===== src/rtl/debounce_pkg.sv =====
// debounce_pkg: shared cycle constants for the 100 MHz board clock and a counter width helper
package debounce_pkg;
  localparam int DB_STABLE_5MS   = 500_000;
  localparam int DB_LONG_1S      = 100_000_000;
  localparam int DB_REPEAT_200MS = 20_000_000;
  function automatic int db_width(input int n);
    return (n < 2) ? 1 : $clog2(n);
  endfunction
endpackage


===== src/rtl/debounce_channel.sv =====
// debounce_channel: one button's synchroniser, stability/hold counters and press/release/long/repeat strobes
// clk, reset (async, active-high); btn_i already polarity-corrected; level_o plus one-cycle strobes
module debounce_channel
  import debounce_pkg::*;
#(
  parameter int STABLE_CYCLES = DB_STABLE_5MS,
  parameter int LONG_CYCLES   = DB_LONG_1S,
  parameter int REPEAT_CYCLES = DB_REPEAT_200MS
) (
  input  logic clk,
  input  logic reset,
  input  logic btn_i,
  output logic level_o,
  output logic press_o,
  output logic release_o,
  output logic long_o,
  output logic repeat_o
);
  localparam int SW = db_width(STABLE_CYCLES);
  localparam int HW = db_width(LONG_CYCLES + 1);
  localparam logic [SW-1:0] S_END = SW'(STABLE_CYCLES - 1);
  localparam logic [HW-1:0] L_END = HW'(LONG_CYCLES - 1);
  localparam logic [HW-1:0] R_END = HW'(REPEAT_CYCLES - 1);
  localparam bit REP_EN = REPEAT_CYCLES != 0;
  logic sync0_q, sync0_d, sync1_q, sync1_d, state_q, state_d;
  logic [SW-1:0] stab_q, stab_d;
  logic [HW-1:0] hold_q, hold_d;
  logic rep_q, rep_d, press_q, press_d, rel_q, rel_d, long_q, long_d, rpt_q, rpt_d;
  logic mismatch, toggle, held;
  always_comb begin
    sync0_d  = btn_i;
    sync1_d  = sync0_q;
    mismatch = sync1_q != state_q;
    toggle   = mismatch && stab_q == S_END;
    stab_d   = (!mismatch || toggle) ? '0 : stab_q + 1'b1;
    state_d  = state_q ^ toggle;
    // held excludes the release edge so no long/repeat strobe can coincide with it
    held     = state_q && !toggle;
    long_d   = held && !rep_q && hold_q == L_END;
    rpt_d    = held && rep_q && REP_EN && hold_q == R_END;
    // reload after each strobe; with repeat disabled the counter parks at 0 once long has fired
    hold_d   = (!held || long_d || rpt_d || (rep_q && !REP_EN)) ? '0 : hold_q + 1'b1;
    rep_d    = held && (rep_q || long_d);
    press_d  = toggle && !state_q;
    rel_d    = toggle && state_q;
  end
  always_ff @(posedge clk or posedge reset) begin
    if (reset) begin
      sync0_q <= 1'b0;
      sync1_q <= 1'b0;
      state_q <= 1'b0;
      stab_q  <= '0;
      hold_q  <= '0;
      rep_q   <= 1'b0;
      press_q <= 1'b0;
      rel_q   <= 1'b0;
      long_q  <= 1'b0;
      rpt_q   <= 1'b0;
    end else begin
      sync0_q <= sync0_d;
      sync1_q <= sync1_d;
      state_q <= state_d;
      stab_q  <= stab_d;
      hold_q  <= hold_d;
      rep_q   <= rep_d;
      press_q <= press_d;
      rel_q   <= rel_d;
      long_q  <= long_d;
      rpt_q   <= rpt_d;
    end
  end
  assign level_o   = state_q;
  assign press_o   = press_q;
  assign release_o = rel_q;
  assign long_o    = long_q;
  assign repeat_o  = rpt_q;
endmodule


===== src/rtl/debounce_bank.sv =====
// debounce_bank: N independent push-button conditioners with optional active-low input inversion
// clk, reset (async, active-high); btn_i[N] raw pins; level_o, press_o, release_o, long_o, repeat_o per channel
module debounce_bank
  import debounce_pkg::*;
#(
  parameter int N             = 4,
  parameter int STABLE_CYCLES = DB_STABLE_5MS,
  parameter int LONG_CYCLES   = DB_LONG_1S,
  parameter int REPEAT_CYCLES = DB_REPEAT_200MS,
  parameter int ACTIVE_LOW    = 0
) (
  input  logic         clk,
  input  logic         reset,
  input  logic [N-1:0] btn_i,
  output logic [N-1:0] level_o,
  output logic [N-1:0] press_o,
  output logic [N-1:0] release_o,
  output logic [N-1:0] long_o,
  output logic [N-1:0] repeat_o
);
  logic [N-1:0] btn_fix;
  assign btn_fix = (ACTIVE_LOW != 0) ? ~btn_i : btn_i;
  for (genvar i = 0; i < N; i++) begin : g_ch
    debounce_channel #(
      .STABLE_CYCLES(STABLE_CYCLES),
      .LONG_CYCLES  (LONG_CYCLES),
      .REPEAT_CYCLES(REPEAT_CYCLES)
    ) u_ch (
      .clk      (clk),
      .reset    (reset),
      .btn_i    (btn_fix[i]),
      .level_o  (level_o[i]),
      .press_o  (press_o[i]),
      .release_o(release_o[i]),
      .long_o   (long_o[i]),
      .repeat_o (repeat_o[i])
    );
  end
endmodule

===== config.mk =====
export PLATFORM = sky130hd
export DESIGN_NAME = debounce_bank
export DESIGN_NICKNAME = d
export VERILOG_FILES = /design/src/rtl/debounce_pkg.sv /design/src/rtl/debounce_channel.sv /design/src/rtl/debounce_bank.sv
export SDC_FILE = /design/constraint.sdc
export NUM_CORES = 1
export LEC_CHECK = 0
export BUFFER_PORTS_ARGS = -buffer_cell sky130_fd_sc_hd__buf_2
export CAP_MARGIN = 40
export CORE_MARGIN = 10
export CORE_UTILIZATION = 44
export CTS_BUF_LIST = sky130_fd_sc_hd__clkbuf_4
export DETAILED_ROUTE_END_ITERATION = 7
export GPL_TIMING_DRIVEN = 0
export PLACE_DENSITY = 0.68
export SYNTH_ARGS = -nofsm -noshare
export SYNTH_HDL_FRONTEND = slang
export SYNTH_SLANG_ARGS = --single-unit

===== constraint.sdc =====
create_clock -name clk -period 8.1 [get_ports clk]
set_input_delay 0.81 -clock clk [delete_from_list [all_inputs] [get_ports clk]]
set_output_delay 0.81 -clock clk [all_outputs]
set_load 0.005 [all_outputs]

; ---- Word-level counts from Yosys, hierarchy flattened
; Cells that the tools add are included.
[totals]
regBits = 216
out_inout_bits = 20
word_cells = 148
[op_classes]
add_sub_neg = 8
eq_ne = 16
mux = 8
n_bitwise = 4
reduce_logical = 72
[op_table]
columns = cell, n
row1 = "adder 27 x 1 -> 27 bit, second input constant", 4
row2 = "== test 27 x 25 -> 1 bit, second input constant", 4
row3 = "== test 27 bit, second input constant", 4
row4 = 2-to-1 mux 27 bit, 4
row5 = "adder 19 x 1 -> 19 bit, second input constant", 4
row6 = "== test 19 bit, second input constant", 4
row7 = 2-to-1 mux 19 bit, 4
row8 = logical AND 1 bit, 36
row9 = logical NOT 1 bit, 20
row10 = logical OR 1 bit, 16
row11 = != test 1 bit, 4
row12 = XOR 1 bit, 4

; ---- Depth between registers and ports, before layout
; Gate-level depths: netlist (run 1).
[logic_depth]
ltp_word = 9
depth_mapped = 8
depth_no_buf = 6

; ---- Modules after synthesis
; A second synthesis (run 1) with hierarchy kept.
[hier_totals]
hier_cells = 1032
area_unflattened_um2 = 10420.0
[modules_own_cells]
columns = mod, n_inst, cells_each, area_per_inst_um2, seq_area_each_um2
row1 = debounce_channel, 4, 258, 2605.0, 1351.3

; ---- Worst setup path before layout (run 1)
; OpenSTA, ideal clock, no wires.
[synth_path]
path_type = flip-flop to flip-flop
from = register g_ch[3].u_ch.hold_q[0]
to = register g_ch[3].u_ch.hold_q[10]
arrival_ns = 1.890
slack_ns = 6.092
stages_incl_launch_ff = 7
path_buffers = 1
period_less_slack_ns = 2.008
cell_sequence = dfrtp_1 > ha_1 > nand3_1 > or4_1 > o221ai_4 > buf_6 > nor2_1
[synth_via]
elab_chain_cells = 5
elab_cells_between_ends = 8
[synth_rtl]
columns = element, line
row1 = "start, declared", debounce_channel.sv:27  ; logic [HW-1:0] hold_q, hold_d;
row2 = "start signal, assigned", debounce_channel.sv:64  ; hold_q <= hold_d;
row3 = branches (longest 4 deep; another with adder 27 x 1 -> 27 bit), --
row4 = 2-to-1 mux 27 bit (*), debounce_channel.sv:42  ; hold_d = (!held || long_d || rpt_d || (rep_q && !REP_EN)) ? '0 : hold_q + 1'b1;
row5 = via g_ch[3].u_ch.hold_d[10], debounce_channel.sv:27
; Mark *: on every way through the listed nets, which the timed path passes.

; ---- Worst setup path after layout (run 1)
[layout_path]
from = register g_ch[0].u_ch.hold_q[0]
to = register g_ch[0].u_ch.hold_q[11]
[layout_via]
elab_chain_cells = 5
elab_cells_between_ends = 8
[layout_rtl]
columns = element, line
row1 = "start, declared", debounce_channel.sv:27
row2 = "start signal, assigned", debounce_channel.sv:64
row3 = branches (longest 4 deep; another with adder 27 x 1 -> 27 bit), --
row4 = 2-to-1 mux 27 bit (*), debounce_channel.sv:42
row5 = via g_ch[0].u_ch.hold_d[11], debounce_channel.sv:27
; Marks and branches as above.

==> flow_metrics.env, run 1 <==
export IMPL_root_buffer="clkbuf_4"
export IMPL_drc=0
export IMPL_hold_buffers=0
export IMPL_cts_tree="built"
export IMPL_syn_avg_cell_area_um2=9.93
export IMPL_die_area_mm2=0.0297
export IMPL_insertion_delay_ns=0.67
export IMPL_irDropWorstVdd_v=0.0000869
export IMPL_antenna_found_initial=1
export IMPL_crit_path_cell_trace="ha_1, and3_1, nand3_1, nor4_1, a21o_1, buf_2, buf_2, nor2_1"
export IMPL_drive_gt1_share_pct=14.1
export IMPL_ys_ff_latch=216
export IMPL_initialDrtViolationCount=395
export IMPL_htree_levels=2
export IMPL_num_io_pins=26
export IMPL_hold_viol_final=0
export IMPL_synth_edf_count=0
export IMPL_cp_num_buf_inv=2
export IMPL_core_rowCount=55
export IMPL_synth_top_cell_area_share_pct=52.9
export IMPL_clk_pin_slew_ns=0.07
export IMPL_critPathMaxFanout=10
export IMPL_rsz0062_at_grt="false"
export IMPL_postCtsSetupRepairBufs=0
export IMPL_portBuffers=25
export IMPL_track_usage_pct=13.6
export IMPL_first_global_vias=7529
export IMPL_cpMostUsedCell="buf_2"
export IMPL_synthCells=1029
export IMPL_gp_congestion=0.834
export IMPL_ys_seq_area_share_pct=52.9
export IMPL_fmax_mhz=407
export IMPL_slew_violations=0
export IMPL_total_power_mw=2.00
export IMPL_crit_family="simple AND/OR/NAND/NOR gates"
export IMPL_finalSetupViolCount=0
export IMPL_wl_per_cell_um=12.9
export IMPL_synth_area_mm2=0.0102
export IMPL_muxShareOfSynthArea_pct=0.441
export IMPL_p_per_area_mw_per_mm2=175
export IMPL_ant_nets=0
export IMPL_vias_per_cell=4.93
export IMPL_synthXorXnorAreaFrac_pct=14.6
export IMPL_finalCritPeriodShare_pct=30.4
export IMPL_final_cell_mix="nor2_1 (223), dfrtp_1 (216), xor2_1 (105)"
export IMPL_nNetsFinal=1129
export IMPL_synth_compound_area_share_pct=1.35
export IMPL_status="complete, no violations"
export IMPL_leakagePower_nw=4.85
export IMPL_async_flop_share_pct=100
export IMPL_worst_pin_slew_ns=0.857
export IMPL_ys_flop_type="dfrtp_1"
export IMPL_cp_required_ns=8.63
export IMPL_routed_wl_um=19000
export IMPL_yosys_top_cells_area="dfrtp_1 (53%), xor2_1 (9.0%), nor2_1 (8.2%)"
export IMPL_synth_nets=1043
export IMPL_synth_top_family_by_area="simple AND/OR/NAND/NOR gates"
export IMPL_maxSlewHeadroom_pct=42.4
export IMPL_synth_cell_type_count=42
export IMPL_multi_input_comb_area_mm2=0.00443
export IMPL_grt_pass1_wl_um=34500
export IMPL_seqCellArea_mm2=0.00541
export IMPL_vias=7253
export IMPL_synth_top_cell_by_area="dfrtp_1"
export IMPL_grt_start_max_net_pins=110
export IMPL_cts_resized=0
export IMPL_finalWorstSetupSlack_ns=5.64
export IMPL_area_growth_pct=12.1
export IMPL_first_pass_iters=5
export IMPL_fin_crit_ns=2.46
export IMPL_holdWs_ns=0.235
export IMPL_die_x_um=172
export IMPL_coreArea_mm2=0.0228
export IMPL_dpl_hpwl_um=12300
export IMPL_gr_total_overflow=0
export IMPL_synthSimpleGateAreaFrac_pct=26.0
export IMPL_worstPathArrival_ns=2.99
export IMPL_crit_type="reg -> reg"
export IMPL_place_ws_ns=5.67
export IMPL_drv_cap=0
export IMPL_min_path_type="in -> reg"
export IMPL_clock_sinks=216
export IMPL_critPathMaxStageDelay_ns=0.61
export IMPL_startpoint_type="flop"
export IMPL_crit_path_top_delay_cell="nor4_1"
export IMPL_mostFrequentLayoutCell="nor2_1"
export IMPL_die_h_um=172
export IMPL_nFillCells=2144
export IMPL_numCtsBuffers=56
export IMPL_cp_end_kind="flop"
export IMPL_finish_utilization_pct=50.3
export IMPL_skew_ns=0.0414
export IMPL_max_clock_path_buffers=3
export IMPL_synthAdderAreaFrac_pct=0.979
export IMPL_initial_core_util_pct=44.9
export IMPL_ys_warnings_count=0
layout make-up:
cell class | count | area share (%)
multi-input combinational | 740 | 38.7
inverter | 25 | 0.884
tap | 313 | 3.42
sequential | 216 | 47.2
antenna | 1 | 0.0218
clock inverter | 28 | 1.00
clock buffer | 73 | 4.78
timing repair buffer | 28 | 1.52
buffer | 48 | 2.51
path summary, 6_finish.rpt:
path	startpoint	to	slack [ns]	depth (start not counted)
worst max-delay path	g_ch[0].u_ch.hold_q[0]	g_ch[0].u_ch.hold_q[11]	5.64	8
min in group asynchronous	reset	g_ch[2].u_ch.sync0_q	0.24	2
worst min register to register	g_ch[2].u_ch.sync0_q	g_ch[2].u_ch.sync1_q	0.35	0
worst min-delay path	btn_i[1]	g_ch[1].u_ch.sync0_q	0.23	1
max in group asynchronous	reset	g_ch[3].u_ch.hold_q[0]	6.88	3
worst max register to register	g_ch[0].u_ch.hold_q[0]	g_ch[0].u_ch.hold_q[11]	5.64	8
cells by family after synthesis:
family,Yosys count
buffers and inverters,73
adder cells (fa/ha/maj),8
XOR/XNOR,170
AND/OR/NAND/NOR,541
AO/OA/AOI/OAI,17
flip-flops,216
multiplexers,4
power by group:
group / total (mW) / switching [mW] / internal, mW
Sequential: 1.09 / 0.00682 / 1.09
Clock: 0.871 / 0.446 / 0.425
Combinational: 0.0390 / 0.0304 / 0.00868
cell usage after synthesis (2+ instances only):
cell type / number
a21o_1: 2
a21oi_1: 4
and2_1: 5
and3_1: 26
and4_1: 6
buf_2: 11
buf_4: 21
buf_6: 2
clkbuf_1: 13
dfrtp_1: 216
ha_1: 8
inv_1: 25
mux2_2: 4
nand2_1: 57
nand2b_1: 2
nand3_1: 72
nand3b_1: 3
nand4_1: 55
nand4b_1: 3
nor2_1: 223
nor2b_1: 2
nor3_1: 24
nor3b_1: 9
nor4_1: 19
nor4_2: 3
nor4b_1: 7
nor4bb_1: 2
o21ai_0: 3
o21ba_2: 2
o31ai_1: 3
or2_2: 4
or3_1: 6
or4_1: 10
xnor2_1: 65
xor2_1: 105
layer usage:
metal | routed length (um) | part of all wire, % | track usage, % | vias up
met1 | 9020 | 47 | 17.6 | 3446
met4 | 513 | 2.7 | 5.62 | 0
met5 | 0 | 0 | 0 | -
met3 | 751 | 3.9 | 3.17 | 41
li1 | - | - | - | 3657
met2 | 8760 | 46 | 21.6 | 109
worst register-to-register path: cells and delay by family (launching register included):
family,cells,cell delay [ns]
adders and majority gates,1,0.21
and+or+nand+nor,4,1.07
AOI/OAI and AO/OA,1,0.19
buffers and inverters,2,0.45
DFF,1,0.38
stage by stage:
| step | area (um^2) | cells | TNS, ns |
|---|---|---|---|
| 6_report | 11500 | 1472 | 0 |
| 4_1_cts | 11500 | 1471 | 0 |
| 3_3_place_gp | 10700 | 1367 | -216.53 |
| 2_1_floorplan | 10200 | 1029 | 0 |
| 5_1_grt | 11500 | 1472 | 0 |
| 3_5_place_dp | 10800 | 1370 | 0 |
state kept, by name, indices dropped and copies added, names as in the netlist, named ones only:
| signal | count |
|---|---|
| g_ch.u_ch.hold_q | 108 |
| g_ch.u_ch.repeat_o | 4 |
| g_ch.u_ch.sync1_q | 4 |
| g_ch.u_ch.long_o | 4 |
| g_ch.u_ch.sync0_q | 4 |
| g_ch.u_ch.press_o | 4 |
| g_ch.u_ch.rep_q | 4 |
| g_ch.u_ch.stab_q | 76 |
| g_ch.u_ch.release_o | 4 |
(Power assumes the default switching activity.)
==> run 2: changes to the inputs <==
--- a/config.mk
+++ b/config.mk
@@ -5,6 +5,7 @@
 export SDC_FILE = /design/constraint.sdc
 export NUM_CORES = 1
 export LEC_CHECK = 0
+export ABC_AREA = 1
 export BUFFER_PORTS_ARGS = -buffer_cell sky130_fd_sc_hd__buf_2
 export CAP_MARGIN = 40
 export CORE_MARGIN = 10
@@ -12,7 +13,7 @@
 export CTS_BUF_LIST = sky130_fd_sc_hd__clkbuf_4
 export DETAILED_ROUTE_END_ITERATION = 7
 export GPL_TIMING_DRIVEN = 0
-export PLACE_DENSITY = 0.68
+export PLACE_DENSITY = 0.67
 export SYNTH_ARGS = -nofsm -noshare
 export SYNTH_HDL_FRONTEND = slang
 export SYNTH_SLANG_ARGS = --single-unit
==> constraint.sdc (replaced) <==
create_clock -name clk -period 2.3 [get_ports clk]
set_input_delay 0.23 -clock clk [delete_from_list [all_inputs] [get_ports clk]]
set_output_delay 0.23 -clock clk [all_outputs]
set_load 0.005 [all_outputs]
==> flow_metrics.env, run 2 <==
export IMPL_leakagePower_nw=5.61
export IMPL_worst_pin_slew_ns=0.491
export IMPL_postCtsSetupRepairBufs=0
export IMPL_ys_ff_latch=216
export IMPL_skew_ns=0.0495
export IMPL_drv_cap=0
export IMPL_synth_top_cell_by_area="dfrtp_1"
export IMPL_rsz0062_at_grt="false"
export IMPL_insertion_delay_ns=0.68
export IMPL_initialDrtViolationCount=632
export IMPL_root_buffer="clkbuf_4"
export IMPL_cp_required_ns=2.82
export IMPL_critPathMaxStageDelay_ns=0.44
export IMPL_vias=10139
export IMPL_worstPathArrival_ns=2.61
export IMPL_antenna_found_initial=1
export IMPL_final_cell_mix="nor2_1 (417), nand2_1 (412), dfrtp_1 (216)"
export IMPL_clock_sinks=216
export IMPL_crit_path_cell_trace="ha_1, nand2_1, nor2_2, nand3_2, nand2_1, nand2_1, nand3_4, buf_6, nor2_1"
export IMPL_finalCritPeriodShare_pct=90.7
export IMPL_grt_start_max_net_pins=38
export IMPL_numCtsBuffers=60
export IMPL_first_global_vias=9897
export IMPL_p_sw_share_pct=23.1
export IMPL_track_usage_pct=15.3
export IMPL_maxSlewHeadroom_pct=67.0
export IMPL_ant_nets=0
export IMPL_area_growth_pct=12.4
export IMPL_portBuffers=25
export IMPL_ys_flop_type="dfrtp_1"
export IMPL_synth_cell_type_count=28
export IMPL_hold_viol_final=0
export IMPL_clk_pin_slew_ns=0.06
export IMPL_fin_crit_ns=2.09
export IMPL_crit_path_top_delay_cell="dfrtp_1"
export IMPL_ys_seq_area_share_pct=45.7
export IMPL_dpl_instance_area_mm2=0.0125
export IMPL_cpMostUsedCell="nand2_1"
export IMPL_finish_instance_area_mm2=0.0133
export IMPL_layout_top_registers="g_ch.u_ch.hold_q x108, g_ch.u_ch.stab_q x76"
export IMPL_yosysMostFrequentCell="nor2_1"
export IMPL_total_power_mw=7.34
export IMPL_syn_avg_cell_area_um2=7.31
export IMPL_p_per_area_mw_per_mm2=552
export IMPL_pwr_share_comb_pct=2.4
export IMPL_drive_gt1_share_pct=10.1
export IMPL_first_pass_iters=5
export IMPL_slew_violations=0
export IMPL_critPathMaxFanout=10
export IMPL_startpoint_type="flop"
export IMPL_num_io_pins=26
export IMPL_grt_pass1_wl_um=44300
export IMPL_cp_end_kind="flop"
export IMPL_finalSetupViolCount=0
export IMPL_p_sw_mw=1.70
export IMPL_core_rowCount=59
export IMPL_coreArea_mm2=0.0263
export IMPL_status="complete, no violations"
export IMPL_max_clock_path_buffers=3
export IMPL_synth_area_mm2=0.0118
export IMPL_yosys_top_cells_count="nor2_1 (417), nand2_1 (412), dfrtp_1 (216)"
export IMPL_fin_setup_tns_ns=0
export IMPL_synthCells=1619
export IMPL_pwr_share_clk_pct=45.2
export IMPL_mostFrequentLayoutCell="nor2_1"
export IMPL_drc=0
export IMPL_cts_tree="built"
export IMPL_die_h_um=184
export IMPL_dpl_hpwl_um=18400
export IMPL_max_flop_register="g_ch.u_ch.hold_q"
export IMPL_nNetsFinal=1732
export IMPL_yosys_top_cells_area="dfrtp_1 (46%), nor2_1 (13%), nand2_1 (13%)"
export IMPL_fmax_mhz=479
export IMPL_ys_warnings_count=0
export IMPL_irDropWorstVdd_v=0.000334
export IMPL_min_path_type="in -> reg"
export IMPL_p_seq_share_pct=52.4
export IMPL_synth_top_cell_area_share_pct=45.7
export IMPL_async_flop_share_pct=100
export IMPL_gp_congestion=0.949
export IMPL_crit_type="reg -> reg"
export IMPL_vias_per_cell=4.84
export IMPL_largest_reg_flops=108
export IMPL_die_x_um=184
export IMPL_wl_per_cell_um=11.8
export IMPL_initial_core_util_pct=45.0
export IMPL_gr_total_overflow=0
export IMPL_routed_wl_um=24800
export IMPL_p_int_mw=5.64
export IMPL_die_area_mm2=0.0339
export IMPL_synth_nets=1633
export IMPL_htree_levels=2
export IMPL_synth_edf_count=0
==> run 2: cell count changes after synthesis, moves of 19 or more <==
cell,previous run,this run
and3_1,26,0
inv_1,25,184
nand2_1,57,412
nand3_1,72,95
nand4_1,55,32
nor2_1,223,417
nor3_1,24,63
nor4_1,19,0
xnor2_1,65,23
xor2_1,105,65
==> run 2: stage by stage <==
step | cells | setup slack (ns) | util [%] | hold WS [ns]
2_1_floorplan | 1619 | -0.742 | - | 0.261
3_3_place_gp | 1979 | -2.10 | 47.1 | 0.334
3_5_place_dp | 1985 | 0.185 | 47.6 | 0.152
4_1_cts | 2094 | 0.134 | 50.6 | 0.123
5_1_grt | 2096 | 0.0150 | 50.6 | 0.151
6_report | 2096 | 0.214 | 50.6 | 0.197
==> run 2: power by group through the flow <==
stage / combinational, mW / sequential [mW] / clock, mW
3_3_place_gp: 0.151 / 3.91 / 0
5_1_grt: 0.209 / 3.84 / 3.70
3_5_place_dp: 0.180 / 3.91 / 0
2_1_floorplan: 0.111 / 3.91 / 0
4_1_cts: 0.187 / 3.84 / 3.50
6_report: 0.178 / 3.84 / 3.32
==> run 2: cell type report <==
cell class	count	area, um^2
Buffer	32	260
Timing Repair Buffer	37	305
Clock inverter	20	108
Fill cell	2636	13000
Multi-Input combinational cell	1185	5480
Inverter	186	702
Antenna cell	2	5.00
Clock buffer	83	623
Tap cell	335	419
Sequential cell	216	5410
==> run 2: cells by family (layout without fill, tap and decap cells) <==
logic type / after synthesis / after routing / synth area share [%]
AO/OA/AOI/OAI: 33 / 33 / 1.44
XOR/XNOR: 88 / 88 / 6.51
adder cells (fa/ha/maj): 8 / 8 / 0.846
buffers and inverters: 218 / 358 / 8.10
flip-flops: 216 / 216 / 45.7
other: 0 / 2 / 0
AND/OR/NAND/NOR: 1056 / 1056 / 37.4
==> run 2: critical path: cells and delay by family (launching register included) <==
kind          cells  cell delay, ns
fa+ha+maj         1            0.25
buf+inv           1            0.17
flops             1            0.44
simple gates      7            1.10
==> run 2: worst paths after layout <==
check                                       startpoint                       to  slack [ns]  cells past startpoint
worst max register to register  g_ch[2].u_ch.stab_q[0]  g_ch[2].u_ch.hold_q[15]        0.21                      9
max in group asynchronous                        reset  g_ch[2].u_ch.hold_q[22]        0.74                      7
worst min register to register    g_ch[3].u_ch.sync0_q     g_ch[3].u_ch.sync1_q        0.35                      0
worst max-delay path            g_ch[2].u_ch.stab_q[0]  g_ch[2].u_ch.hold_q[15]        0.21                      9
worst min-delay path                          btn_i[2]     g_ch[2].u_ch.sync0_q        0.20                      2
min in group asynchronous                        reset  g_ch[2].u_ch.stab_q[13]        0.59                      4
==> run 2: what timing repair did <==
item,CTS,global route
hold buffers,6,0
hold endpoints to repair,183,0
setup endpoints to repair,0,15
gates resized for setup,0,1
==> run 2: metal layers <==
metal | vias to the layer above | part of all wire [%] | GRT usage, %
met2 | 204 | 45 | 24.4
met3 | 54 | 4.7 | 3.02
met1 | 4632 | 48 | 20.1
met4 | 0 | 2.1 | 5.51
met5 | - | 0 | 0
li1 | 5249 | - | -
